--- src/rtl/divider_seq_appr.sv ---
// Sequential signed restoring divider: 2*BIT-bit dividend / BIT-bit divisor -> BIT-bit quotient and remainder.
// Define APPROX_DIV_EN to skip the last TRUNC iterations and OR-fill the low quotient bits.
module divider_seq_appr #(
  parameter int BIT   = 16,
  parameter int TRUNC = 4
) (
  input  logic               clk,
  input  logic               rst_n,
  input  logic               in_valid,
  output logic               in_ready,
  input  logic [2*BIT-1:0]   dividend,
  input  logic [BIT-1:0]     divisor,
  output logic               out_valid,
  input  logic               out_ready,
  output logic [BIT-1:0]     quotient,
  output logic [BIT-1:0]     remainder,
  output logic               div_zero,
  output logic               ovf
);

`ifdef APPROX_DIV_EN
  localparam int N = BIT - TRUNC;
`else
  localparam int N = BIT;
`endif
  localparam int CW = $clog2(BIT);

  localparam logic [BIT-1:0] Q_MAX = {1'b0, {(BIT-1){1'b1}}};
  localparam logic [BIT-1:0] Q_MIN = {1'b1, {(BIT-1){1'b0}}};

  typedef enum logic [2:0] {IDLE, PREP, ITER, FIX, DONE} state_t;

  state_t          state, state_nxt;
  logic [CW-1:0]   cnt;
  logic [2*BIT-1:0] op_dvd;
  logic [BIT-1:0]  op_dvs;
  logic [BIT:0]    dvs_mag;
  logic [BIT:0]    rem_r;
  logic [BIT-1:0]  low_r;
  logic [BIT-1:0]  quo_r;
  logic            q_neg, r_neg, dz_r, ovf_r;

  // Operand magnitudes are one bit wider than the operands so the most-negative value is representable.
  logic [2*BIT:0]   dvd_ext, dvd_abs;
  logic [BIT:0]     dvs_ext, dvs_abs;
  logic [2*BIT+1:0] dvd_cmp, lim_pos, lim_neg;
  logic             dvs_is_zero, ovf_cond;

  assign dvd_ext     = {op_dvd[2*BIT-1], op_dvd};
  assign dvs_ext     = {op_dvs[BIT-1], op_dvs};
  assign dvd_abs     = dvd_ext[2*BIT] ? -dvd_ext : dvd_ext;
  assign dvs_abs     = dvs_ext[BIT]   ? -dvs_ext : dvs_ext;
  assign dvs_is_zero = (op_dvs == '0);

  // Quotient magnitude reaches 2^(BIT-1) (pos) or 2^(BIT-1)+1 (neg) exactly when |D| crosses these limits.
  assign dvd_cmp  = (2*BIT+2)'(dvd_abs);
  assign lim_pos  = (2*BIT+2)'({dvs_abs, {(BIT-1){1'b0}}});
  assign lim_neg  = lim_pos + (2*BIT+2)'(dvs_abs);
  assign ovf_cond = !dvs_is_zero &&
                    ((op_dvd[2*BIT-1] ^ op_dvs[BIT-1]) ? (dvd_cmp >= lim_neg) : (dvd_cmp >= lim_pos));

  // One restoring step: shift in the next dividend bit and subtract if it fits.
  logic [BIT+1:0] trial;
  logic [BIT:0]   diff;
  logic           ge;

  assign trial = {rem_r, low_r[BIT-1]};
  assign ge    = (trial >= {1'b0, dvs_mag});
  assign diff  = trial[BIT:0] - dvs_mag;

  logic [BIT-1:0] q_mag, q_fin, r_fin;

  always_comb begin
`ifdef APPROX_DIV_EN
    q_mag = {quo_r[N-1:0], {TRUNC{|rem_r}}};
    r_fin = '0;
`else
    q_mag = quo_r;
    r_fin = r_neg ? -rem_r[BIT-1:0] : rem_r[BIT-1:0];
`endif
    q_fin = q_neg ? -q_mag : q_mag;
  end

  // NOTE: state registers use non-blocking assignments so every flop samples pre-edge values.
  always_ff @(posedge clk) begin
    if (!rst_n) state <= IDLE;
    else        state <= state_nxt;
  end

  // NOTE: every signal driven here gets a default first, so no path can infer a latch.
  always_comb begin
    state_nxt = state;
    in_ready  = 1'b0;
    out_valid = 1'b0;
    case (state)
      IDLE: begin
        in_ready = 1'b1;
        if (in_valid) state_nxt = PREP;
      end
      PREP: state_nxt = ITER;
      ITER: if (cnt == CW'(N-1)) state_nxt = FIX;
      FIX:  state_nxt = DONE;
      DONE: begin
        out_valid = 1'b1;
        if (out_ready) state_nxt = IDLE;
      end
      default: state_nxt = IDLE;
    endcase
  end

  // NOTE: working registers are left unreset; the FSM loads them before use, so only control and outputs need reset.
  always_ff @(posedge clk) begin
    case (state)
      IDLE: if (in_valid) begin
        op_dvd <= dividend;
        op_dvs <= divisor;
      end
      PREP: begin
        q_neg   <= op_dvd[2*BIT-1] ^ op_dvs[BIT-1];
        r_neg   <= op_dvd[2*BIT-1];
        dz_r    <= dvs_is_zero;
        ovf_r   <= ovf_cond;
        dvs_mag <= dvs_abs;
        rem_r   <= dvd_abs[2*BIT:BIT];
        low_r   <= dvd_abs[BIT-1:0];
        quo_r   <= '0;
        cnt     <= '0;
      end
      ITER: begin
        rem_r <= ge ? diff : trial[BIT:0];
        low_r <= {low_r[BIT-2:0], 1'b0};
        quo_r <= {quo_r[BIT-2:0], ge};
        cnt   <= cnt + CW'(1);
      end
      default: ;
    endcase
  end

  always_ff @(posedge clk) begin
    if (!rst_n) begin
      quotient  <= '0;
      remainder <= '0;
      div_zero  <= 1'b0;
      ovf       <= 1'b0;
    end else begin
      case (state)
        IDLE: if (in_valid) begin
          div_zero <= 1'b0;
          ovf      <= 1'b0;
        end
        FIX: begin
          div_zero <= dz_r;
          ovf      <= ovf_r;
          if (dz_r) begin
            quotient  <= op_dvd[2*BIT-1] ? Q_MIN : Q_MAX;
            remainder <= op_dvd[BIT-1:0];
          end else if (ovf_r) begin
            quotient  <= q_neg ? Q_MIN : Q_MAX;
            remainder <= op_dvd[BIT-1:0];
          end else begin
            quotient  <= q_fin;
            remainder <= r_fin;
          end
        end
        default: ;
      endcase
    end
  end

endmodule

--- config.mk ---
export PLATFORM = sky130hd
export DESIGN_NAME = divider_seq_appr
export DESIGN_NICKNAME = d
export VERILOG_FILES = /design/src/rtl/divider_seq_appr.sv
export SDC_FILE = /design/constraint.sdc
export NUM_CORES = 1
export LEC_CHECK = 0
export CAP_MARGIN = 20
export CORE_MARGIN = 3
export CORE_UTILIZATION = 50
export CTS_BUF_LIST = sky130_fd_sc_hd__clkbuf_4 sky130_fd_sc_hd__clkbuf_8
export DETAILED_ROUTE_END_ITERATION = 8
export GPL_TIMING_DRIVEN = 1
export PLACE_DENSITY_LB_ADDON = 0.2
export SLEW_MARGIN = 20
export SYNTH_ARGS = -nofsm -noshare
export SYNTH_HDL_FRONTEND = slang
export SYNTH_SLANG_ARGS = --single-unit
export TNS_END_PERCENT = 20
--- constraint.sdc ---
create_clock -name clk -period 7 [get_ports clk]
set_clock_uncertainty 0.1 [all_clocks]
set_input_delay 0.7 -clock clk [delete_from_list [all_inputs] [get_ports clk]]
set_output_delay 0.7 -clock clk [all_outputs]
set_load 0.01 [all_outputs]
==> results.py, run 1 <==
metrics = {
    "clocking": {
        "h_tree_depth": 4,
        "tritoncts_clock_tree": "done",
        "cts_resized": 0,
        "cts.repair_timing.setup_buffer_count": 0,
        "cts-root-to-sink-buffers": 2,
        "cts.sink_count": 159,
        "cts_hold_repair.buffers": 0,
        "clockRootBuffer": "clkbuf_8",
        "path_clk_slew_ns": 0.10,
        "clk-insertion-delay-late_ns": 0.47,
        "cts-buffers-inserted": 17,
    },
    "timing": {
        "fin_setup_tns_ns": 0,
        "finalHoldViolations": 0,
        "tightest_slew_ns": 1.04,
        "final_cycle_share": 0.830,
        "final_critical_path_setup_slack_ns": 1.19,
        "unrepaired_setup_endpoints_after_global_routing": "false",
        "finalSetupViolCount": 0,
        "slew_headroom": 0.303,
        "fin_crit_ns": 5.81,
        "maximum_operating_frequency_ghz": 0.172,
        "timing.final.max_slew_violations": 0,
    },
    "synth": {
        "synthDistinctLibCells": 74,
        "synthMostInstantiatedCell": "edfxtp_1",
        "yosys-top-cells-area": "edfxtp_1 (35%), ha_1 (9.0%), dfxtp_1 (7.2%), xnor2_1 (4.1%), nor2_1 (4.0%)",
        "synth_sequential_area_ratio": 0.426,
        "synth_ff_type": "edfxtp_1",
        "mappedNetlistArea_um2": 10300,
        "synth-edff-count": 122,
        "netlist_instances": 1061,
        "syn-mean-instance-area_um2": 9.74,
        "synth_largest_area_cell": "edfxtp_1",
        "flip_flop_and_latch_count_after_synthesis": 159,
        "synth_common_cells": "edfxtp_1 (122), nor2_1 (110), ha_1 (74)",
        "synth_largest_type_area_fraction": 0.354,
        "synth_warnings": 0,
        "async_flop_share": 0,
    },
    "setup_path": {
        "cp-start-kind": "flop",
        "r2r_setup_slack_ns": 1.19,
        "series_of_cell_instances_along_the_critical_path": "or4_1 > or4_1 > nor3_1 > and3_1 > ha_1 > inv_1 > fa_1 > a2111oi_1 > nand3_1 > or3_1 > nor4_1 > xnor2_1 > ha_1 > and3_1 > nand4_1 > nor3_1 > o31ai_1 > a211oi_2",
        "timing.critical_path.slowest_stage_cell": "or4_1",
        "timing.setup.critical_path_class": "flop to flop",
        "path_buf_inv": 1,
        "worst_path_dominant_cell_family": "simple AND/OR/NAND/NOR gates",
        "cp.required_ns": 7.22,
        "worst_r2r_startpoint": "op_dvs[6]",
        "critPathMaxStageDelay_ns": 0.67,
        "worstRegToRegCells": 18,
        "critical_path_peak_fanout": 12,
        "critical_path.reg2reg.endpoint": "ovf_r",
        "worst-endpoint-arrival_ns": 6.03,
        "endpoint_kind": "flop",
    },
    "route": {
        "detail_route.vias_per_cell": 5.92,
        "detail_route.wirelength_mm": 26.3,
        "drtIter0Drc": 572,
        "antenna_left": 0,
        "post_drt_wl_per_cell_um": 18.6,
        "post-route-drc-count": 0,
        "number_of_search_and_repair_iterations_in_the_first_detailed_routing_pass": 5,
        "dr_total_vias": 8359,
    },
    "cells_and_area": {
        "drive_above_1_share": 0.0742,
        "design_area_um2": 11900,
        "final-instance-count-excl-fill": 1411,
        "finalNetCount": 1261,
        "antenna_cells_inserted": 0,
        "syn2layout_area_growth_pct": 14.6,
    },
    "grt": {
        "groute.layer.met2.usage": 0.380,
        "global_route_wire_length_before_repair_mm": 41.9,
        "gr-total-overflow": 0,
        "grtUsageTotal": 0.241,
        "vias_in_the_first_global_route": 7736,
        "grt_max_degree": 54,
        "global_route.usage.met1": 0.344,
        "antenna_violations_before_repair": 0,
        "grt_use_met3": 0.0366,
        "grt.busiest_layer": "met2",
    },
    "placed_design": {
        "dp_worst_setup_slack_ns": 1.29,
        "number_of_instances_in_the_placed_design": 1379,
        "placed_area_um2": 11500,
        "detailedPlacementHpwl_mm": 19.8,
        "gp_congestion": 0.905,
        "portBuffers": 87,
    },
    "outcome": {
        "run_status": "finished, final reports clean",
    },
    "floorplanning": {
        "dieArea_um2": 22400,
        "die_y_um": 150,
        "placeableCoreArea_um2": 19900,
        "core.rowCount": 51,
        "die_width_um": 150,
        "top_level_ports": 88,
        "initial_core_util": 0.519,
    },
    "power_and_ir_drop": {
        "p_per_area_nw_per_um2": 228,
        "static-leakage-power_uw": 0.00450,
        "vdd_ir_drop_max_mv": 0.129,
        "design_power_total_uw": 2700,
    },
    "hold_path": {
        "timing.hold.worst.class": "flop to flop",
        "hold_end": "quotient[8]",
        "worst_hold_start": "quotient[8]",
        "min_path_cells": 2,
    },
    "flow_run": {
        "maxCapViolations": 0,
    },
}
-- routing by layer --
metal / share of wire / vias up
met5: 0 / -
met1: 0.46 / 3961
met4: 0.022 / 0
li1: - / 4078
met3: 0.059 / 44
met2: 0.46 / 276
-- worst max-delay path by stage --
| stage | start | endpoint | slack [ns] | depth (start not counted) |
|---|---|---|---|---|
| 2_1_floorplan | op_dvs[7] | ovf_r | 1.87 | 19 |
| 3_3_place_gp | op_dvs[6] | ovf_r | 1.42 | 18 |
| 3_5_place_dp | op_dvs[6] | ovf_r | 1.29 | 18 |
| 4_1_cts | op_dvs[6] | ovf_r | 1.25 | 18 |
| 5_1_grt | op_dvs[6] | ovf_r | 0.62 | 18 |
| 6_report | op_dvs[6] | ovf_r | 1.19 | 18 |
-- sequential cells by signal, summed over array words and instances, names as in the netlist --
signal,cells
remainder,16
op_dvd,32
q_mag,16
q_neg,1
div_zero,1
state,3
rem_r,17
op_dvs,16
r_neg,1
quotient,16
ovf,1
ovf_r,1
low_r,16
dvs_mag,17
dz_r,1
cnt,4
-- cell type report --
type	count	area (µm²)
clock buffers	19	262
well taps	265	332
inverters	65	244
flip-flops and latches	159	4400
fillers	1799	8060
clock inverters	13	143
repair buffers	97	941
multi-input cells	793	5530
-- metrics by stage --
stage	utilization	hold slack [ns]
after floorplan	-	0.324
after global placement	0.575	0.357
after detailed placement	0.575	0.361
after CTS	0.596	0.376
after global routing	0.595	0.392
final	0.595	0.366
-- cells by family (layout without fill, tap and decap cells) --
family	Yosys count	in the layout	synth area share
buf+inv	114	194	0.0419
simple gates	333	333	0.164
xor+xnor	82	82	0.0695
mux	31	31	0.0322
flops	159	159	0.426
other cells	2	7	0.000726
compound gates	264	264	0.172
fa+ha+maj	76	76	0.0934
-- worst register-to-register path, cell delays in order (launching register included) --
cell and delay [ns]:
edfxtp_1 0.55, or4_1 0.67, or4_1 0.48, nor3_1 0.19
and3_1 0.29, ha_1 0.22, inv_1 0.06, fa_1 0.41
a2111oi_1 0.54, nand3_1 0.18, or3_1 0.40, nor4_1 0.30
xnor2_1 0.12, ha_1 0.31, and3_1 0.14, nand4_1 0.13
nor3_1 0.21, o31ai_1 0.12, a211oi_2 0.23
-- cell usage in the layout, fill, tap and decap left out, types with 15 or more instances in the layout --
| cell type | synthesis | final |
|---|---|---|
| a21oi_1 | 58 | 58 |
| and3_1 | 24 | 24 |
| clkbuf_8 | 0 | 19 |
| clkdlybuf4s50_1 | 0 | 86 |
| dfxtp_1 | 37 | 37 |
| edfxtp_1 | 122 | 122 |
| ha_1 | 74 | 74 |
| inv_1 | 65 | 64 |
| mux2_2 | 18 | 18 |
| nand2_1 | 50 | 50 |
| nand3_1 | 15 | 15 |
| nand4_1 | 15 | 15 |
| nor2_1 | 110 | 110 |
| nor2b_1 | 21 | 21 |
| nor3_1 | 26 | 26 |
| o21ai_0 | 63 | 63 |
| o31ai_1 | 20 | 20 |
| xnor2_1 | 48 | 48 |
| xor2_1 | 34 | 34 |
-- report_power, final --
part           switching, µW  leakage (µW)  internal (µW)
sequential              98.9       0.00145           1130
combinational            440       0.00284            324
clock                    394      0.000202            316
No activity file was read; power rests on OpenSTA's default activity.
==> run 2, diff against run 1 <==
Clock period 7 ns to 4.7 ns, I/O delays scaled along.
==> results.py, run 2 (synthesis results as in run 1) <==
metrics = {
    "floorplanning": {
        "placeableCoreArea_um2": 19900,
        "top_level_ports": 88,
        "dieArea_um2": 22400,
        "die_y_um": 150,
        "core.rowCount": 51,
        "initial_core_util": 0.519,
        "die_width_um": 150,
    },
    "route": {
        "detail_route.vias_per_cell": 5.87,
        "post-route-drc-count": 0,
        "dr_total_vias": 8480,
        "antenna_left": 0,
        "detail_route.wirelength_mm": 26.9,
        "number_of_search_and_repair_iterations_in_the_first_detailed_routing_pass": 5,
        "drtIter0Drc": 676,
        "post_drt_wl_per_cell_um": 18.7,
    },
    "timing": {
        "slew_headroom": 0.306,
        "maximum_operating_frequency_ghz": 0.211,
        "final_critical_path_setup_slack_ns": -0.0309,
        "fin_crit_ns": 4.73,
        "final_cycle_share": 1.01,
        "tightest_slew_ns": 1.04,
        "timing.final.max_slew_violations": 0,
        "unrepaired_setup_endpoints_after_global_routing": "true",
        "finalSetupViolCount": 1,
        "fin_setup_tns_ns": -0.0309,
        "finalHoldViolations": 0,
    },
    "setup_path": {
        "cp.required_ns": 4.91,
        "timing.setup.critical_path_class": "flop to flop",
        "critical_path_peak_fanout": 2,
        "worst-endpoint-arrival_ns": 4.94,
        "r2r_setup_slack_ns": -0.03,
        "timing.critical_path.from": "op_dvs[6]",
        "worst_r2r_startpoint": "op_dvs[6]",
        "endpoint_kind": "flop",
        "cp-start-kind": "flop",
    },
    "cells_and_area": {
        "layout_commonest_cell": "edfxtp_1",
        "postLayoutCoreUtil": 0.612,
        "finalNetCount": 1294,
        "antenna_cells_inserted": 0,
        "largest_register_ff_count": 32,
        "largest-register": "op_dvd",
        "mostFrequentLayoutCells": "edfxtp_1 (122), nor2_1 (110), clkdlybuf4s50_1 (87)",
        "syn2layout_area_growth_pct": 17.9,
        "largest_registers": "op_dvd: 32 flops, dvs_mag: 17 flops, rem_r: 17 flops",
        "drive_above_1_share": 0.109,
    },
    "grt": {
        "gr-total-overflow": 0,
        "global_route_wire_length_before_repair_mm": 42.6,
        "grt_max_degree": 49,
        "antenna_violations_before_repair": 0,
        "grtUsageTotal": 0.243,
        "vias_in_the_first_global_route": 8055,
    },
    "clocking": {
        "cts_hold_repair.buffers": 0,
        "clockRootBuffer": "clkbuf_8",
        "h_tree_depth": 4,
        "tritoncts_clock_tree": "done",
        "cts-root-to-sink-buffers": 2,
        "path_clk_slew_ns": 0.11,
        "clk-insertion-delay-late_ns": 0.47,
        "cts.sink_count": 159,
        "cts-buffers-inserted": 17,
    },
    "hold_path": {
        "timing.hold.worst.class": "flop to flop",
        "worst_hold_start": "quotient[1]",
    },
    "flow_run": {
        "maxCapViolations": 0,
    },
    "placed_design": {
        "gp_congestion": 0.897,
        "portBuffers": 87,
        "detailedPlacementHpwl_mm": 20.7,
    },
    "outcome": {
        "run_status": "complete, but fails checks",
        "failed_checks": "negative setup slack",
    },
    "power_and_ir_drop": {
        "vdd_ir_drop_max_mv": 0.198,
        "static-leakage-power_uw": 0.00467,
        "design_power_total_uw": 4100,
        "p_per_area_nw_per_um2": 336,
    },
}
-- run 2: changes by cell type in the layout (fill, tap and decap cells not counted), sizes merged --
cell,change
buf,+32
bufinv,+1
clkbuf,-1
clkdlybuf4s50,+1
clkinv,+1
clkinvlp,+1
inv,-2
-- run 2: where the power goes --
group | internal, µW | switching (µW) | leakage (µW)
Clock | 499 | 584 | 0.000204
Combinational | 510 | 687 | 0.00301
Sequential | 1690 | 134 | 0.00145
-- run 2: metal layers --
layer / wire, µm / part of all wire / vias up / track usage
met5: 0 / 0 / - / 0
met4: 470 / 0.017 / 0 / 0.0682
met3: 1360 / 0.050 / 37 / 0.0303
met2: 12700 / 0.47 / 271 / 0.397
met1: 12400 / 0.46 / 4037 / 0.343
li1: - / - / 4135 / -
-- run 2: through the flow --
step                hold slack (ns)  worst slack, ns  area (µm²)  instances
floorplan                     0.324            0.108       10400       1066
global placement              0.348           -0.131       11800       1411
detailed placement            0.356           -0.235       11800       1411
CTS                           0.369        -0.000713       12200       1444
global route                  0.394           -0.352       12200       1444
finish                        0.364          -0.0309       12200       1444
-- run 2: what timing repair did --
item / CTS / global route
setup buffers: 1 / 0
endpoints found under the setup margin: 1 / 1
resized for setup: 4 / 1
pin swaps: 7 / 0
cloned: 0 / 0
-- run 2: worst paths after layout --
check | end | cells after the start
setup / recovery | ovf_r | 18
hold / removal | quotient[1] | 2
setup reg to reg | ovf_r | 18
hold reg to reg | quotient[1] | 2
-- run 2: final cells by class --
| cell class | instances | area [µm²] |
|---|---|---|
| clock buffers | 18 | 241 |
| clock inverters | 14 | 175 |
| fillers | 1683 | 7710 |
| inverters | 65 | 244 |
| multi-input cells | 793 | 5600 |
| flip-flops and latches | 159 | 4400 |
| well taps | 265 | 332 |
| repair buffers | 130 | 1190 |
-- run 2: critical path, stage by stage (launching register included) --
cell and delay [ns]:
edfxtp_1 0.40, or4_4 0.55, or4_4 0.45, nor3_4 0.14, and3_4 0.21, ha_2 0.17, inv_1 0.05, fa_2 0.36
a2111oi_4 0.25, nand3_1 0.15, or3_4 0.37, nor4_4 0.22, xnor2_1 0.12, ha_1 0.32, and3_1 0.15, nand4_1 0.12
nor3_2 0.14, o31ai_1 0.10, a211oi_2 0.22
==> run 3, diff against run 2 <==
Settings changed: CORE_MARGIN 3 to 2.
==> results.py, run 3 (synthesis results as in run 1) <==
metrics = {
    "clocking": {
        "tritoncts_clock_tree": "done",
        "cts-root-to-sink-buffers": 2,
        "h_tree_depth": 4,
        "cts_hold_repair.buffers": 0,
        "cts.sink_count": 159,
        "path_clk_slew_ns": 0.10,
        "cts-buffers-inserted": 17,
        "clk-insertion-delay-late_ns": 0.46,
        "clockRootBuffer": "clkbuf_8",
    },
    "timing": {
        "tightest_slew_ns": 0.996,
        "finalSetupViolCount": 0,
        "fin_crit_ns": 4.68,
        "final_cycle_share": 0.997,
        "unrepaired_setup_endpoints_after_global_routing": "true",
        "maximum_operating_frequency_ghz": 0.213,
        "timing.final.max_slew_violations": 0,
        "fin_worst_hold_slack_ns": 0.367,
        "slew_headroom": 0.334,
        "finalHoldViolations": 0,
    },
    "power_and_ir_drop": {
        "sw_frac_of_total": 0.346,
        "vdd_ir_drop_max_mv": 0.167,
        "static-leakage-power_uw": 0.00469,
        "portion_of_total_power_attributed_to_combinational_logic": 0.296,
        "p_per_area_nw_per_um2": 336,
        "pwr-share-clk": 0.261,
        "cell_internal_pwr_uw": 2690,
        "power.sequential.fraction": 0.443,
        "p_sw_uw": 1420,
    },
    "grt": {
        "vias_in_the_first_global_route": 8037,
        "grtUsageTotal": 0.255,
        "grt_max_degree": 49,
        "antenna_violations_before_repair": 0,
        "global_route_wire_length_before_repair_mm": 43.4,
        "gr-total-overflow": 0,
    },
    "route": {
        "antenna_left": 0,
        "dr_total_vias": 8595,
        "detail_route.vias_per_cell": 5.91,
        "drtIter0Drc": 753,
        "number_of_search_and_repair_iterations_in_the_first_detailed_routing_pass": 6,
        "post_drt_wl_per_cell_um": 18.9,
        "post-route-drc-count": 0,
        "detail_route.wirelength_mm": 27.4,
    },
    "placed_design": {
        "detailedPlacementHpwl_mm": 20.4,
        "gp_congestion": 0.923,
        "portBuffers": 87,
    },
    "cells_and_area": {
        "finalNetCount": 1299,
        "largest_registers": "op_dvd: 32 flops, dvs_mag: 17 flops, rem_r: 17 flops",
        "largest_register_ff_count": 32,
        "postLayoutCoreUtil": 0.605,
        "antenna_cells_inserted": 0,
        "mostFrequentLayoutCells": "edfxtp_1 (122), nor2_1 (110), clkdlybuf4s50_1 (86)",
        "syn2layout_area_growth_pct": 18.3,
        "largest-register": "op_dvd",
        "drive_above_1_share": 0.112,
        "layout_commonest_cell": "edfxtp_1",
    },
    "hold_path": {
        "worst_hold_start": "quotient[8]",
        "timing.hold.worst.class": "flop to flop",
        "hold_end": "quotient[8]",
        "min_path_cells": 2,
    },
    "outcome": {
        "run_status": "finished, final reports clean",
    },
    "setup_path": {
        "critPathMaxStageDelay_ns": 0.55,
        "critical_path.reg2reg.endpoint": "ovf_r",
        "series_of_cell_instances_along_the_critical_path": "or4_4 > or4_4 > nor3_4 > and3_4 > ha_4 > inv_1 > fa_2 > a2111oi_4 > buf_4 > buf_4 > buf_4 > buf_4 > buf_4 > nand2_1 > xnor2_1 > ha_2 > a21o_1 > a21o_1 > a211oi_2 > o21ai_0 > nor2_1 > a211oi_2",
        "timing.setup.critical_path_class": "flop to flop",
        "endpoint_kind": "flop",
        "timing.critical_path.slowest_stage_cell": "or4_4",
        "critical_path_peak_fanout": 2,
        "worst_r2r_startpoint": "op_dvs[6]",
        "critical_path.most_common_cell": "buf_4",
        "cp-start-kind": "flop",
        "cp.required_ns": 4.79,
        "r2r_setup_slack_ns": 0.02,
        "worstRegToRegCells": 22,
        "worst-endpoint-arrival_ns": 4.78,
    },
    "floorplanning": {
        "die_y_um": 148,
        "initial_core_util": 0.511,
        "core.rowCount": 52,
        "dieArea_um2": 21800,
        "die_width_um": 148,
        "placeableCoreArea_um2": 20200,
        "top_level_ports": 88,
    },
    "flow_run": {
        "maxCapViolations": 0,
    },
}
[run 3: worst max-delay path by stage]
stage	endpoint	cells past startpoint	startpoint
finish	ovf_r	22	op_dvs[6]
global route	ovf_r	19	op_dvs[6]
CTS	ovf_r	18	op_dvs[6]
detailed placement	ovf_r	18	op_dvs[6]
global placement	ovf_r	19	op_dvs[6]
floorplan	ovf_r	18	op_dvs[7]
[run 3: layer usage]
| metal | track usage | vias up | routed length [µm] |
|---|---|---|---|
| met5 | 0 | - | 0 |
| met4 | 0.0721 | 0 | 534 |
| met3 | 0.0383 | 41 | 1770 |
| met2 | 0.399 | 329 | 12500 |
| met1 | 0.369 | 4085 | 12600 |
| li1 | - | 4140 | - |
[run 3: area by class of cell]
cell class | instances | area (µm²)
sequential | 159 | 4400
clock buffer | 17 | 234
timing repair buffer | 135 | 1230
multi-input combinational | 793 | 5610
fill | 1680 | 8000
tap | 270 | 338
clock inverter | 15 | 176
inverter | 65 | 244
[run 3: per-stage QoR]
| stage | setup slack (ns) | instance area, µm² | setup TNS (ns) | total power (µW) | instances |
|---|---|---|---|---|---|
| after detailed placement | -0.177 | 11800 | -0.177 | 3030 | 1415 |
| after global placement | -0.0630 | 11800 | -0.0630 | 3010 | 1415 |
| final | 0.0159 | 12200 | 0 | 4110 | 1454 |
| after floorplan | 0.108 | 10400 | 0 | 2640 | 1066 |
| after CTS | 0.0332 | 12200 | 0 | 4090 | 1453 |
| after global routing | -0.232 | 12200 | -0.232 | 4340 | 1454 |
[run 3: what timing repair did]
item	4_1_cts	5_1_grt
setup buffers	6	1
gates resized for setup	3	3
pin swaps	9	0
endpoints found under the setup margin	1	1
[run 3: critical path: cells and delay by family, from the launching register on]
| kind | cells | cell delay, ns |
|---|---|---|
| compound gates | 6 | 1.00 |
| xor+xnor | 1 | 0.16 |
| fa+ha+maj | 3 | 0.68 |
| buf+inv | 6 | 0.57 |
| flops | 1 | 0.41 |
| simple gates | 6 | 1.52 |
[run 3: power by group through the flow]
stage / clock network (µW) / logic (µW) / registers, µW
detailed placement: 0 / 1180 / 1850
floorplan: 0 / 847 / 1800
global placement: 0 / 1160 / 1850
CTS: 1080 / 1190 / 1820
global route: 1150 / 1350 / 1840
finish: 1070 / 1220 / 1820
